==> config.mk <==
export PLATFORM = sky130hd
export DESIGN_NAME = cntr8_seq
export DESIGN_NICKNAME = d
export VERILOG_FILES = /design/src/rtl/cntr8_pkg.sv /design/src/rtl/cntr8_seq_mon.sv /design/src/rtl/cntr8_seq.sv
export SDC_FILE = /design/constraint.sdc
export NUM_CORES = 1
export LEC_CHECK = 0
export BUFFER_PORTS_ARGS = -buffer_cell sky130_fd_sc_hd__buf_2
export CELL_PAD_IN_SITES_DETAIL_PLACEMENT = 1
export CELL_PAD_IN_SITES_GLOBAL_PLACEMENT = 2
export CORE_UTILIZATION = 36
export CTS_CLUSTER_DIAMETER = 100
export DETAILED_ROUTE_END_ITERATION = 8
export PLACE_DENSITY = 0.87
export SKIP_CTS_REPAIR_TIMING = 1
export SLEW_MARGIN = 20
export SYNTH_ARGS = -nofsm -noshare
export SYNTH_HDL_FRONTEND = slang
export SYNTH_SLANG_ARGS = --single-unit
==> constraint.sdc <==
create_clock -name clk -period 3.5 [get_ports clk]
set_input_delay 0.35 -clock clk [delete_from_list [all_inputs] [get_ports clk]]
set_output_delay 0.35 -clock clk [all_outputs]
set_load 0.05 [all_outputs]
==> src/rtl/cntr8_pkg.sv <==
// Shared definitions for the cntr8 command sequencer: counter state codes,
// sequencer FSM encoding and the step-state legality rule.
package cntr8_pkg;

    localparam int CNT_W = 8;

    typedef enum logic [2:0] {
        ST_IDLE = 3'b000,
        ST_LOAD = 3'b001,
        ST_INC  = 3'b010,
        ST_INC2 = 3'b011,
        ST_DEC  = 3'b100,
        ST_DEC2 = 3'b101
    } cnt_state_e;

    typedef enum logic [2:0] {
        S_IDLE,
        S_LOAD,
        S_RUN,
        S_SETTLE,
        S_CHECK
    } seq_state_e;

    // A stepping counter must report a state matching the commanded direction.
    function automatic logic step_state_ok(input logic dir, input logic [2:0] o_state);
        if (dir) return (o_state == ST_INC) || (o_state == ST_INC2);
        else     return (o_state == ST_DEC) || (o_state == ST_DEC2);
    endfunction

endpackage

==> src/rtl/cntr8_seq_mon.sv <==
// Counter result checker: flags a wrong o_state while stepping and a wrong
// parked value/state at the final check; the flag is sticky until cleared.
module cntr8_seq_mon
    import cntr8_pkg::*;
(
    input  logic             clk,
    input  logic             reset_n,
    input  logic             clear_i,
    input  logic             run_en_i,
    input  logic             check_en_i,
    input  logic             dir_i,
    input  logic [CNT_W-1:0] target_i,
    input  logic [CNT_W-1:0] cnt_d_out_i,
    input  logic [2:0]       cnt_o_state_i,
    output logic             err_o
);

    logic err_q;
    logic run_bad;
    logic check_bad;

    assign run_bad   = run_en_i && !step_state_ok(dir_i, cnt_o_state_i);
    assign check_bad = check_en_i &&
                       ((cnt_d_out_i != target_i) || (cnt_o_state_i != ST_LOAD));

    // NOTE: sequential state uses non-blocking assignments so every register
    // samples pre-edge values regardless of process evaluation order.
    always_ff @(posedge clk or negedge reset_n) begin
        if (!reset_n)                  err_q <= 1'b0;
        else if (clear_i)              err_q <= 1'b0;
        else if (run_bad || check_bad) err_q <= 1'b1;
    end

    assign err_o = err_q;

endmodule

==> src/rtl/cntr8_seq.sv <==
// Sequencer driving a cntr8 counter: load start value, step to target,
// park on target, then verify the counter and report done/err.
module cntr8_seq
    import cntr8_pkg::*;
(
    input  logic             clk,
    input  logic             reset_n,
    input  logic             start,
    input  logic [CNT_W-1:0] start_val,
    input  logic [CNT_W-1:0] target,
    input  logic             dir,
    output logic             busy,
    output logic             done,
    output logic             err,
    output logic [CNT_W-1:0] step_cnt,
    output logic             cnt_load,
    output logic             cnt_inc,
    output logic [CNT_W-1:0] cnt_d_in,
    input  logic [CNT_W-1:0] cnt_d_out,
    input  logic [2:0]       cnt_o_state
);

    seq_state_e       state_q, state_d;
    logic [CNT_W-1:0] target_q, target_d;
    logic             dir_q, dir_d;
    logic [CNT_W-1:0] rem_q, rem_d;
    logic [CNT_W-1:0] step_cnt_q, step_cnt_d;
    logic [CNT_W-1:0] cnt_d_in_q, cnt_d_in_d;
    logic             busy_q, busy_d;
    logic             done_q, done_d;
    logic             cnt_load_q, cnt_load_d;
    logic             cnt_inc_q, cnt_inc_d;
    logic             mon_clear;

    // NOTE: every combinational output gets a default first, so no path
    // through the case statement can leave a value unassigned (no latches).
    always_comb begin
        state_d    = state_q;
        target_d   = target_q;
        dir_d      = dir_q;
        rem_d      = rem_q;
        step_cnt_d = step_cnt_q;
        cnt_d_in_d = cnt_d_in_q;
        busy_d     = busy_q;
        done_d     = 1'b0;
        cnt_load_d = cnt_load_q;
        cnt_inc_d  = cnt_inc_q;
        mon_clear  = 1'b0;

        case (state_q)
            S_IDLE: begin
                if (start) begin
                    state_d    = S_LOAD;
                    target_d   = target;
                    dir_d      = dir;
                    rem_d      = dir ? (target - start_val) : (start_val - target);
                    step_cnt_d = '0;
                    cnt_d_in_d = start_val;
                    cnt_load_d = 1'b1;
                    cnt_inc_d  = 1'b0;
                    busy_d     = 1'b1;
                    mon_clear  = 1'b1;
                end
            end
            S_LOAD: begin
                if (rem_q != '0) begin
                    state_d    = S_RUN;
                    cnt_load_d = 1'b0;
                    cnt_inc_d  = dir_q;
                end else begin
                    state_d    = S_SETTLE;
                    cnt_d_in_d = target_q;
                end
            end
            S_RUN: begin
                rem_d      = rem_q - 1'b1;
                step_cnt_d = step_cnt_q + 1'b1;
                // Last step edge: re-park on target so the counter stops next edge.
                if (rem_q == CNT_W'(1)) begin
                    state_d    = S_SETTLE;
                    cnt_load_d = 1'b1;
                    cnt_inc_d  = 1'b0;
                    cnt_d_in_d = target_q;
                end
            end
            S_SETTLE: state_d = S_CHECK;
            S_CHECK: begin
                state_d = S_IDLE;
                busy_d  = 1'b0;
                done_d  = 1'b1;
            end
            default: state_d = S_IDLE;
        endcase
    end

    always_ff @(posedge clk or negedge reset_n) begin
        if (!reset_n) begin
            state_q    <= S_IDLE;
            target_q   <= '0;
            dir_q      <= 1'b0;
            rem_q      <= '0;
            step_cnt_q <= '0;
            cnt_d_in_q <= '0;
            busy_q     <= 1'b0;
            done_q     <= 1'b0;
            cnt_load_q <= 1'b1;
            cnt_inc_q  <= 1'b0;
        end else begin
            state_q    <= state_d;
            target_q   <= target_d;
            dir_q      <= dir_d;
            rem_q      <= rem_d;
            step_cnt_q <= step_cnt_d;
            cnt_d_in_q <= cnt_d_in_d;
            busy_q     <= busy_d;
            done_q     <= done_d;
            cnt_load_q <= cnt_load_d;
            cnt_inc_q  <= cnt_inc_d;
        end
    end

    cntr8_seq_mon u_mon (
        .clk           (clk),
        .reset_n       (reset_n),
        .clear_i       (mon_clear),
        .run_en_i      (state_q == S_RUN),
        .check_en_i    (state_q == S_CHECK),
        .dir_i         (dir_q),
        .target_i      (target_q),
        .cnt_d_out_i   (cnt_d_out),
        .cnt_o_state_i (cnt_o_state),
        .err_o         (err)
    );

    assign busy     = busy_q;
    assign done     = done_q;
    assign step_cnt = step_cnt_q;
    assign cnt_load = cnt_load_q;
    assign cnt_inc  = cnt_inc_q;
    assign cnt_d_in = cnt_d_in_q;

endmodule
==> summary.json <==
{
  "grt_pass1_vias": {"value": 2373},
  "worstRegToRegCells": {"value": 5},
  "clock_latency": {"value": 0.30, "unit": "ns"},
  "cts_root_buf": {"value": "clkbuf_8"},
  "antennaDiodeCount": {"value": 0},
  "synth_top_flop_cell": {"value": "dfrtp_1"},
  "overall_global_routing_usage": {"value": 19.13, "unit": "%"},
  "number_of_flops_mapped_to_enable_cells_by_yosys": {"value": 0},
  "drt_iter0_drc": {"value": 61},
  "placement.io_buffers": {"value": 51},
  "ff_latch_area": {"value": 1027, "unit": "um^2"},
  "yosys.area.top_type": {"value": "dfrtp_1"},
  "synthesis.area": {"value": 2630, "unit": "um^2"},
  "postSynthCellCount": {"value": 284},
  "timing.rr.end": {"value": "rem_q[3]"},
  "setup_viol_count_final": {"value": 0},
  "run_status": {"value": "completed"},
  "power.static_leakage": {"value": 1.494, "unit": "nW"},
  "finalNonFillerCells": {"value": 431},
  "cts.clk_slew.worst_paths": {"value": 0.09, "unit": "ns"},
  "fin_crit_sh": {"value": 63.24, "unit": "%"},
  "p_total": {"value": 2.539, "unit": "mW"},
  "floorplan.initialDensity": {"value": 38.08, "unit": "%"},
  "drv.max_cap_violation_count": {"value": 0},
  "die_w": {"value": 87.47, "unit": "um"},
  "timing.critical_path.from_type": {"value": "flop"},
  "dpl-instance-area": {"value": 2962, "unit": "um^2"},
  "utilization": {"value": 44.86, "unit": "%"},
  "yosys.cell_types.count": {"value": 52},
  "holdCritPathClass": {"value": "primary input to asynchronous set/reset pin"},
  "vias": {"value": 2245},
  "layout_cells_sized_above_1": {"value": 21.79, "unit": "%"},
  "grt_max_degree": {"value": 42},
  "place.detailed.instances": {"value": 423},
  "hpwl": {"value": 4840, "unit": "um"},
  "num_io_pins": {"value": 52},
  "maximum_fanout_encountered_on_the_critical_timing_path": {"value": 15},
  "postSynthRegisterBits": {"value": 41},
  "synth_top_cells_by_area": {"value": "dfrtp_1 (38%), ha_1 (9.5%), o21ai_0 (4.6%)"},
  "vias_per_cell": {"value": 5.209},
  "grt_antenna_before_repair": {"value": 0},
  "post-synth-top-area-fraction": {"value": 38.06, "unit": "%"},
  "layout.cell_area.non_filler": {"value": 3098, "unit": "um^2"},
  "endpoint_kind": {"value": "flop"},
  "design.final.nets": {"value": 387},
  "die_area": {"value": 7651, "unit": "um^2"},
  "cp_data_arrival_time": {"value": 2.41, "unit": "ns"},
  "synth-seq-area-share": {"value": 39.06, "unit": "%"},
  "globalplace.congestion": {"value": 0.7686},
  "max_h_tree_level": {"value": 2},
  "floorplan.core_area": {"value": 6907, "unit": "um^2"},
  "synth-warning-count": {"value": 0},
  "antenna_violating_nets_post_route": {"value": 0},
  "ir_drop": {"value": 0.3117, "unit": "mV"},
  "drtPass1Iterations": {"value": 4},
  "critical_path_required": {"value": 3.69, "unit": "ns"},
  "clkSinkCount": {"value": 41},
  "r2r_setup_slack": {"value": 1.29, "unit": "ns"},
  "achievable-frequency": {"value": 0.4518, "unit": "GHz"},
  "placement_rows": {"value": 30},
  "die_y": {"value": 87.47, "unit": "um"},
  "synth.net_count": {"value": 337},
  "critical_path.startpoint": {"value": "state_q[1]"},
  "grt_first_pass_wirelength": {"value": 11320, "unit": "um"},
  "area.growth.synth_to_final": {"value": 17.79, "unit": "%"},
  "skew": {"value": 0.007716, "unit": "ns"},
  "postSynth.asyncResetShare": {"value": 100.0, "unit": "%"},
  "final-hold-violation-count": {"value": 0},
  "cts_inserted_buffers": {"value": 5},
  "max_slew.worst_pin.slew": {"value": 0.8921, "unit": "ns"},
  "drc": {"value": 0},
  "power_density": {"value": 819.5, "unit": "nW/um^2"},
  "setup.worst_path.class": {"value": "flop to flop"},
  "cts_tree": {"value": "built"},
  "footprint_of_the_multi_input_gates": {"value": 1473, "unit": "um^2"},
  "timing.slew.headroom": {"value": 40.26, "unit": "%"},
  "timing.final.max_slew_violations": {"value": 0},
  "grt_remaining_overflow": {"value": 0},
  "n_fill_cell": {"value": 857},
  "critPathCapture": {"value": "rem_q[3]"},
  "clock_path_buffers": {"value": 2},
  "syn_avg_cell_area": {"value": 9.261, "unit": "um^2"},
  "layout_min_cycle_time": {"value": 2.213, "unit": "ns"},
  "drt_wl_total": {"value": 6480, "unit": "um"},
  "rsz0062_at_grt": {"value": "no"},
  "source_of_the_worst_register_to_register_timing_path": {"value": "state_q[1]"},
  "setup_total_negative_slack": {"value": 0, "unit": "ns"},
  "wire_per_inst": {"value": 15.03, "unit": "um"}
}
[worst min path at each step]
stage                        to  startpoint  slack, ns  cells past startpoint
floorplan                  busy     reset_n       0.05                      0
global placement       cnt_load    cnt_load       0.47                      2
detailed placement     cnt_load    cnt_load       0.46                      2
CTS                 target_q[4]     reset_n       0.24                      1
global route        target_q[5]     reset_n       0.08                      1
finish              cnt_d_in[5]     reset_n       0.03                      1
[cells in the mapped netlist, drive strengths merged (2+ instances only)]
| cell | n |
|---|---|
| o31ai | 2 |
| ha | 20 |
| clkbuf | 2 |
| fa | 2 |
| nor2 | 29 |
| or3 | 4 |
| a31oi | 2 |
| a21oi | 17 |
| dfrtp | 40 |
| nand4 | 5 |
| xnor2 | 6 |
| or2 | 2 |
| o21ai | 24 |
| a221oi | 3 |
| nor3 | 2 |
| nand2 | 29 |
| a211o | 2 |
| mux2i | 11 |
| a31o | 2 |
| a22o | 2 |
| o211ai | 2 |
| o32ai | 2 |
| xor2 | 8 |
| buf | 8 |
| nor4 | 5 |
| mux2 | 2 |
| and3b | 2 |
| inv | 19 |
| nor3b | 3 |
| nand3 | 5 |
| nand2b | 2 |
| a211oi | 2 |
| and3 | 2 |
| nor2b | 4 |
[final cells by class]
class | instances | share of cell area, %
clock buffer | 5 | 2.221
clock inverter | 3 | 2.100
inverter | 19 | 2.302
multi-input combinational | 214 | 47.54
sequential | 41 | 33.16
tap | 96 | 3.877
timing repair buffer | 53 | 8.805
[stage by stage]
step / setup WS, ns / hold WS (ns)
2_1_floorplan: 1.673 / 0.05441
3_3_place_gp: 1.405 / 0.4705
3_5_place_dp: 1.321 / 0.4604
4_1_cts: 1.276 / 0.2364
5_1_grt: 1.025 / 0.08322
6_report: 1.287 / 0.02778
[state kept, by name, summed over array words and instances, names as in the netlist]
name         cells
dir_q            1
u_mon.err_o      1
busy             1
cnt_inc          1
cnt_d_in         8
cnt_load         1
done             1
target_q         8
rem_q            8
state_q          3
step_cnt         8
[per-layer routing]
| layer | part of all wire [%] | track usage [%] |
|---|---|---|
| met3 | 2.9 | 3.223 |
| met5 | 0 | 0 |
| met1 | 47 | 25.10 |
| met4 | 0.99 | 4.918 |
| met2 | 49 | 32.60 |
[placed cells by master, fill, tap and decap left out, types with 5 or more instances in the layout]
| cell | netlist | layout |
|---|---|---|
| a21oi_1 | 17 | 17 |
| xnor2_1 | 6 | 6 |
| nor2_1 | 28 | 28 |
| buf_2 | 5 | 50 |
| o21ai_0 | 24 | 24 |
| mux2i_1 | 11 | 11 |
| xor2_1 | 8 | 8 |
| dfrtp_1 | 40 | 40 |
| inv_1 | 19 | 19 |
| clkbuf_8 | 0 | 5 |
| nand2_1 | 29 | 29 |
| nand3_1 | 5 | 5 |
| ha_1 | 20 | 20 |
| nand4_1 | 5 | 5 |
[kinds of logic after synthesis]
group                      after synthesis  synth area share, %
and+or+nand+nor                         97                18.98
buffers and inverters                   29                4.947
AOI/OAI and AO/OA                       68                16.27
adders and majority gates               22                11.04
DFF                                     41                39.06
muxes                                   13                5.043
xor gates and xnor gates                14                4.662
[worst max-delay path, cell delays in order (launching register included)]
cell	delay, ns
dfrtp_1	0.55
nor3b_2	0.80
nor2_1	0.31
a21oi_1	0.20
nor2_1	0.05
a221oi_1	0.20
[power breakdown]
| part | internal (mW) | switching, mW | total [mW] | leakage, nW |
|---|---|---|---|---|
| logic | 0.407 | 0.803 | 1.21 | 0.929 |
| registers | 0.670 | 0.201 | 0.871 | 0.497 |
| clock network | 0.284 | 0.175 | 0.458 | 0.0681 |
| total | 1.36 | 1.18 | 2.54 | 1.49 |
Note: power is estimated with default switching activity, not from simulation.
